### config.mk
export PLATFORM = sky130hd
export DESIGN_NAME = cpu_mem_arbiter
export DESIGN_NICKNAME = d
export VERILOG_FILES = /design/src/rtl/arb_pkg.sv /design/src/rtl/arb_req_buf.sv /design/src/rtl/cpu_mem_arbiter.sv
export SDC_FILE = /design/constraint.sdc
export NUM_CORES = 1
export LEC_CHECK = 0
export BUFFER_PORTS_ARGS = -buffer_cell sky130_fd_sc_hd__buf_4
export CORE_AREA = 2 2 120 122
export CTS_CLUSTER_DIAMETER = 200
export DETAILED_ROUTE_END_ITERATION = 8
export DIE_AREA = 0 0 122 124
export PLACE_DENSITY_LB_ADDON = 0.25
export SLEW_MARGIN = 15
export SYNTH_ARGS = -nofsm -noshare
export SYNTH_HDL_FRONTEND = slang
export SYNTH_SLANG_ARGS = --single-unit
### constraint.sdc
create_clock -name clk -period 3.1 [get_ports clk]
set_clock_uncertainty 0.15 [all_clocks]
set_input_delay 0.62 -clock clk [delete_from_list [all_inputs] [get_ports clk]]
set_output_delay 0.62 -clock clk [all_outputs]
set_load 0.01 [all_outputs]
### src/rtl/arb_pkg.sv
// arb_pkg: shared state, owner encoding and default widths for the memory arbiter
package arb_pkg;
   localparam int ADDR_W_DEF = 32;
   localparam int DATA_W_DEF = 32;
   localparam logic OWN_INST = 1'b0;
   localparam logic OWN_DATA = 1'b1;
   typedef enum logic [1:0] {IDLE, REQ, WAIT, RESP} arb_state_t;
endpackage

### src/rtl/arb_req_buf.sv
// arb_req_buf: request buffer holding the granted payload and its owner until the next grant
module arb_req_buf
   import arb_pkg::*;
#(
   parameter int ADDR_W = ADDR_W_DEF,
   parameter int DATA_W = DATA_W_DEF
) (
   input  logic                clk,
   input  logic                rst,
   input  logic                ld,
   input  logic [ADDR_W-1:0]   ld_addr,
   input  logic [DATA_W-1:0]   ld_wdata,
   input  logic [DATA_W/8-1:0] ld_wstrb,
   input  logic                ld_we,
   input  logic                ld_own,
   output logic [ADDR_W-1:0]   addr,
   output logic [DATA_W-1:0]   wdata,
   output logic [DATA_W/8-1:0] wstrb,
   output logic                we,
   output logic                own
);
   // capture the payload on the grant cycle; it stays stable until the next grant
   always_ff @(posedge clk or negedge rst) begin
      if (!rst) begin
         addr  <= '0;
         wdata <= '0;
         wstrb <= '0;
         we    <= 1'b0;
         own   <= OWN_INST;
      end else if (ld) begin
         addr  <= ld_addr;
         wdata <= ld_wdata;
         wstrb <= ld_wstrb;
         we    <= ld_we;
         own   <= ld_own;
      end
   end
endmodule

### src/rtl/cpu_mem_arbiter.sv
// cpu_mem_arbiter: serialises core fetch and load/store channels onto one memory port
module cpu_mem_arbiter
   import arb_pkg::*;
#(
   parameter int ADDR_W = ADDR_W_DEF,
   parameter int DATA_W = DATA_W_DEF
) (
   input  logic                clk,
   input  logic                rst,
   input  logic                inst_req_valid,
   input  logic [ADDR_W-1:0]   inst_addr,
   output logic                inst_req_ready,
   output logic                inst_valid,
   output logic [DATA_W-1:0]   inst_data,
   input  logic                inst_ready,
   input  logic                mem_read,
   input  logic                mem_write,
   input  logic [ADDR_W-1:0]   mem_addr,
   input  logic [DATA_W-1:0]   mem_wdata,
   input  logic [DATA_W/8-1:0] mem_wstrb,
   output logic                mem_req_ready,
   output logic                rdata_valid,
   output logic [DATA_W-1:0]   rdata,
   input  logic                rdata_ready,
   output logic                m_req_valid,
   output logic                m_we,
   output logic [ADDR_W-1:0]   m_addr,
   output logic [DATA_W-1:0]   m_wdata,
   output logic [DATA_W/8-1:0] m_wstrb,
   input  logic                m_req_ready,
   input  logic                m_rvalid,
   input  logic [DATA_W-1:0]   m_rdata,
   output logic                m_rready,
   output logic [31:0]         arb_conflict_cnt
);
   arb_state_t        state;
   logic [DATA_W-1:0] resp;
   logic              own;
   logic              idle;
   logic              data_req;
   logic              grant;
   logic              core_ready;

   assign idle           = state == IDLE;
   assign data_req       = mem_read | mem_write;
   assign grant          = idle & (data_req | inst_req_valid);
   assign mem_req_ready  = idle & data_req;
   assign inst_req_ready = idle & inst_req_valid & ~data_req;
   assign m_req_valid    = state == REQ;
   assign m_rready       = state == WAIT;
   assign inst_valid     = state == RESP && own == OWN_INST;
   assign rdata_valid    = state == RESP && own == OWN_DATA;
   assign inst_data      = resp;
   assign rdata          = resp;
   assign core_ready     = own == OWN_DATA ? rdata_ready : inst_ready;

   arb_req_buf #(.ADDR_W(ADDR_W), .DATA_W(DATA_W)) u_buf (
      .clk      (clk),
      .rst      (rst),
      .ld       (grant),
      .ld_addr  (data_req ? mem_addr : inst_addr),
      .ld_wdata (data_req ? mem_wdata : '0),
      .ld_wstrb (data_req ? mem_wstrb : '0),
      .ld_we    (mem_write),
      .ld_own   (data_req ? OWN_DATA : OWN_INST),
      .addr     (m_addr),
      .wdata    (m_wdata),
      .wstrb    (m_wstrb),
      .we       (m_we),
      .own      (own)
   );

   // transaction sequencing and response capture
   always_ff @(posedge clk or negedge rst) begin
      if (!rst) begin
         state <= IDLE;
         resp  <= '0;
      end else begin
         case (state)
            IDLE: state <= grant ? REQ : IDLE;
            REQ:  state <= !m_req_ready ? REQ : m_we ? IDLE : WAIT;
            WAIT: if (m_rvalid) begin
               resp  <= m_rdata;
               state <= RESP;
            end
            RESP: state <= core_ready ? IDLE : RESP;
            default: state <= IDLE;
         endcase
      end
   end

   // count idle cycles where both channels compete for the port
   always_ff @(posedge clk or negedge rst) begin
      if (!rst) arb_conflict_cnt <= '0;
      else if (idle && inst_req_valid && data_req) arb_conflict_cnt <= arb_conflict_cnt + 32'd1;
   end
endmodule

After elaboration in Yosys (flattened, before gate mapping) --
Index checks and enable logic that the tools add are counted.
Operators by class: $add $sub $neg 1, eq/ne operators 4, mux-type cells 11, bitwise gates (word level) 8, reductions and logical operators 6
Operators by type and width (count):
- 32-bit 2-to-1 mux | 2
- 32-bit by 1-bit adder with 32-bit output (second input constant) | 1
- 2-bit 2-to-1 mux | 4
- 2-bit one-hot mux with 4 select lines | 1
- 1-bit AND | 4
- 2-bit == test (second input constant) | 2
- 1-bit logical AND | 4
- 4-bit 2-to-1 mux | 1
- 1-bit 2-to-1 mux | 3
- 2-bit by 1-bit == test with 1-bit output (second input constant) | 1
- 2-bit zero test | 1
- 2-bit inequality test (second input constant) | 1
- 1-bit NOT | 2
- 1-bit OR | 2
- 2-bit AND reduction | 1
Word-level totals: register bits after elaboration 136, input port bits 141, output and inout bits 171

Logic depth before layout (Yosys ltp) --
word-level depth 5, mapped depth 7

Modules after synthesis --
Synthesis repeated with hierarchy kept, for this count alone.
Second synthesis, totals: cell total of the unflattened synthesis 546, area total of the unflattened synthesis 6672.6 µm²
Modules (own cells, without submodules):
- cpu_mem_arbiter | times used 1, cells each 398, area an instance 3718.6 µm², seq. area each 1651.6 µm²
- arb_req_buf | times used 1, cells each 148, area an instance 2954.1 µm², seq. area each 1751.7 µm²

Least setup slack after synthesis --
Ideal clock, no wire load.
path kind in2out, from input port mem_write, to output port mem_req_ready, arrival time 1.249 ns, required time 2.330 ns, setup slack 1.081 ns, cell stages on the path 3, buffers on the path 1, cell sequence nor2_1 -> nor3_1 -> clkbuf_1
On the way: cells in the longest elaborated chain, start to end 2
Ends and longest elaborated chain:
- start, declared | RTL line cpu_mem_arbiter.sv:17 | input logic mem_write,
- 1-bit OR | RTL line cpu_mem_arbiter.sv:45 | assign data_req = mem_read | mem_write;
- 1-bit AND | RTL line cpu_mem_arbiter.sv:47 | assign mem_req_ready = idle & data_req;
- end, declared | RTL line cpu_mem_arbiter.sv:21 | output logic mem_req_ready,
Every way passes these cells.

Worst setup path in the final report --
from register state[1], to output port inst_req_ready
On the way: cells in the longest elaborated chain, start to end 3
Ends and longest elaborated chain:
- start, declared | RTL line cpu_mem_arbiter.sv:36 | arb_state_t state;
- start signal, assigned | RTL line cpu_mem_arbiter.sv:80 | IDLE: state <= grant ? REQ : IDLE;
- start signal, assigned | RTL line cpu_mem_arbiter.sv:81 | REQ: state <= !m_req_ready ? REQ : m_we ? IDLE : WAIT;
- start signal, assigned | RTL line cpu_mem_arbiter.sv:86 | RESP: state <= core_ready ? IDLE : RESP;
- 2-bit zero test | RTL line cpu_mem_arbiter.sv:44 | assign idle = state == IDLE;
- 1-bit AND (2 in series) | RTL line cpu_mem_arbiter.sv:48 | assign inst_req_ready = idle & inst_req_valid & ~data_req;
- end, declared | RTL line cpu_mem_arbiter.sv:12 | output logic inst_req_ready,
Every way passes these cells.

==> key figures <==
Setup path
  • Crit Path Category: reg -> out
  • Reg-to-Reg Start: state[1]
  • Critical Path AT: ~1600 ps
  • Max stage delay on crit path: around 490 ps
  • CP Max Fanout: 11
  • FF-to-FF setup slack: around 830 ps
  • CP startpoint: state[1]
  • Slowest-stage cell, CP: dfrtp_1
  • CP endpoint kind: output port
  • CP Launch Type: flip-flop
  • Crit-path cells: nor2_2 -> nand2_1 -> nor2_1 -> buf_4
  • Worst path required time: 2330 ps

Die
  • Die X-Extent: around 120 µm
  • Die Ht: approximately 120 µm
  • DIE AREA: between 0.015 and 0.02 mm²
  • Core area: between 0.01 and 0.015 mm²
  • Io pins: ~310
  • Std-Cell Rows: 43
  • Initial Util: 43.32%

GRT
  • Pin count of the biggest net entering global routing: 76
  • Antenna violations before repair: 0
  • GRT Resource Usage Total: between 20% and 30%
  • Grt ovf: 0
  • First-pass GRT wire length: 25,250 µm
  • Vias in the first global route: 4,807

Place
  • RePlAce Congestion: 0.8403
  • Dpl ws: ~710 ps
  • Detailed placement HPWL: approximately 13,000 µm
  • Number of port buffers: ~310

Clocking
  • Post CTS Setup Buffer Count: 0
  • Skew-Pair Late Insertion Delay: around 410 ps
  • TritonCTS clock tree: built
  • Resized cells post-CTS: 0
  • Worst-path clk slew: roughly 60 ps
  • Hold_buf cts: 0
  • Clock Root Buffer: clkbuf_16
  • CTS buffer count: 17
  • Maximum root-to-sink buffer count: 2
  • CTS H-Tree Depth: 4
  • Sink Count: between 100 and 150

Timing
  • Final worst slack: 723.9 ps
  • Final worst path period share: between 70% and 80%
  • Fin Setup TNS: 0 ps
  • Worst-Margin Slew: 696.6 ps
  • Final hold violation count: 0
  • Period minus WS final: 2376 ps
  • Max transition margin: between 50% and 60%
  • Fmax: 420.9 MHz
  • Pins Over Slew Limit: 0
  • Finish-stage setup viols: 0
  • RSZ-0062 raised after global routing: no

Synthesis
  • Yosys reg bits: about 140
  • Ys async rst share: 100.0%
  • Synthesized instance count: 484
  • Post-synth EDFFs: 0
  • Main synth FF type: dfrtp_1
  • Warnings, synthesis: 0
  • Mapped Nets: roughly 630
  • Unique masters post-synth: 39
  • Syn Area/Cell: 12.28 µm²
  • Register area share after synthesis: a little under three fifths
  • Netlist Area Pre-Place: 0.005943 mm²

Power and ir drop
  • Power density cells: around 950 mW/mm²
  • Leak pwr: ~4.5 nW
  • Overall power: 8.396 mW
  • Peak VDD IR: around 0.00043 V

Detailed routing
  • Wire length per cell: ~18 µm
  • Via count: roughly 4.8k
  • Residual DRC count: 0
  • Drt first pass iters: 4
  • Vias per cell: 5.009
  • Routed WL: between 15,000 and 20,000 µm
  • Post-DRT Antenna Nets: 0
  • First DRT Iteration DRCs: ~220

Layout
  • Fin nets: 905
  • Antenna Cells: 0
  • Syn-to-layout area delta: 48.55%
  • Fraction of layout instances using a drive strength above 1: 50.90%

Hold path
  • HP Class: in -> async

Run status
  • Status: finished, final reports clean

Run
  • Max-cap violations: 0
-- routing by layer --
metal | wire, µm | track usage, % | vias to the layer above | part of all wire (%)
met3 | 1287 | 6.868 | 27 | 7.6
met5 | 0 | 0 | - | 0
li1 | - | - | 2235 | -
met4 | 383 | 8.908 | 0 | 2.3
met2 | 8756 | 37.99 | 200 | 52
met1 | 6425 | 26.10 | 2327 | 38
-- cell usage after synthesis (2+ instances only) --
master	instances	area share (%)
mux2_1	6	1.1
and2_1	2	0.21
o21ai_0	33	2.8
nor4_1	5	0.53
buf_2	21	1.8
mux2i_1	33	5.6
clkbuf_1	4	0.25
dfrtp_1	136	57
nand2_1	42	2.7
nand3_1	12	1.0
a22o_1	36	5.3
nor2_1	9	0.57
nor3_1	6	0.51
nand4_1	8	0.84
buf_4	32	4.0
inv_1	7	0.44
nor4_2	7	1.5
and4_1	5	0.74
xor2_1	20	2.9
xnor2_1	11	1.6
and3_1	3	0.32
mux2_2	28	5.3
nand4_2	2	0.42
-- path summary, 6_finish.rpt --
kind	endpoint	cells after the start
worst max-delay path	inst_req_ready	4
worst max register to register	arb_conflict_cnt[31]	4
max in group asynchronous	u_buf.wdata[17]	2
worst min register to register	u_buf.addr[27]	2
worst min-delay path	arb_conflict_cnt[24]	1
min in group clk	inst_data[1]	2
-- cell type report --
type / instances / area [µm²]
tap: 180 / 225.2
fill: 1096 / 4891
inverter: 7 / 26.28
sequential: 136 / 3403
clock inverter: 11 / 120.1
multi-input combinational: 282 / 2162
timing repair buffer: 319 / 2411
clock buffer: 21 / 480.5
-- stage by stage --
stage / area (µm²) / hold WS [ps] / instances / utilization, %
6_report: 8828 / 71.61 / 956 / 64.35
5_1_grt: 8828 / 126.8 / 956 / 64.35
4_1_cts: 8828 / 101.6 / 956 / 64.35
3_5_place_dp: 8228 / 324.0 / 924 / 59.97
3_3_place_gp: 8228 / 314.3 / 924 / 59.97
2_1_floorplan: 5943 / 174.4 / 484 / -
-- power by group --
part | internal, mW | switching [mW]
Combinational | 1.80 | 1.57
Sequential | 2.48 | 0.529
Clock | 1.27 | 0.746
Total | 5.55 | 2.85
-- layout by cell type, fill, tap and decap left out, types with 6 or more instances in the layout --
cell         n
clkbuf_16   17
inv_1        7
o21ai_0     33
nand2_1     42
dfrtp_1    136
nand4_1      8
nand3_1     12
nor4_2       7
nor2_1       8
xnor2_1     11
mux2i_1     33
mux2_2      28
buf_4      317
mux2_1       6
xor2_1      20
a22o_1      36
-- critical path: cells and delay by family (launching register included) --
family | cells | cell delay (ps)
flip-flops | 1 | 490
AND/OR/NAND/NOR | 3 | 570
buffers and inverters | 1 | 130
-- registers in the layout (all words and copies together) (netlist names) --
| signal | flops |
|---|---|
| inst_data | 32 |
| arb_conflict_cnt | 32 |
| u_buf.we | 1 |
| state | 2 |
| u_buf.addr | 32 |
| u_buf.wdata | 32 |
| u_buf.wstrb | 4 |
| u_buf.own | 1 |
-- logic make-up after synthesis --
group	Yosys count	share of synthesized area (%)
multiplexers	67	12.00
AO/OA/AOI/OAI	75	8.758
adder cells (fa/ha/maj)	1	0.2105
flip-flops	136	57.26
AND/OR/NAND/NOR	108	10.44
XOR/XNOR	31	4.568
buffers and inverters	66	6.758
Note: power is estimated with default switching activity, not from simulation.
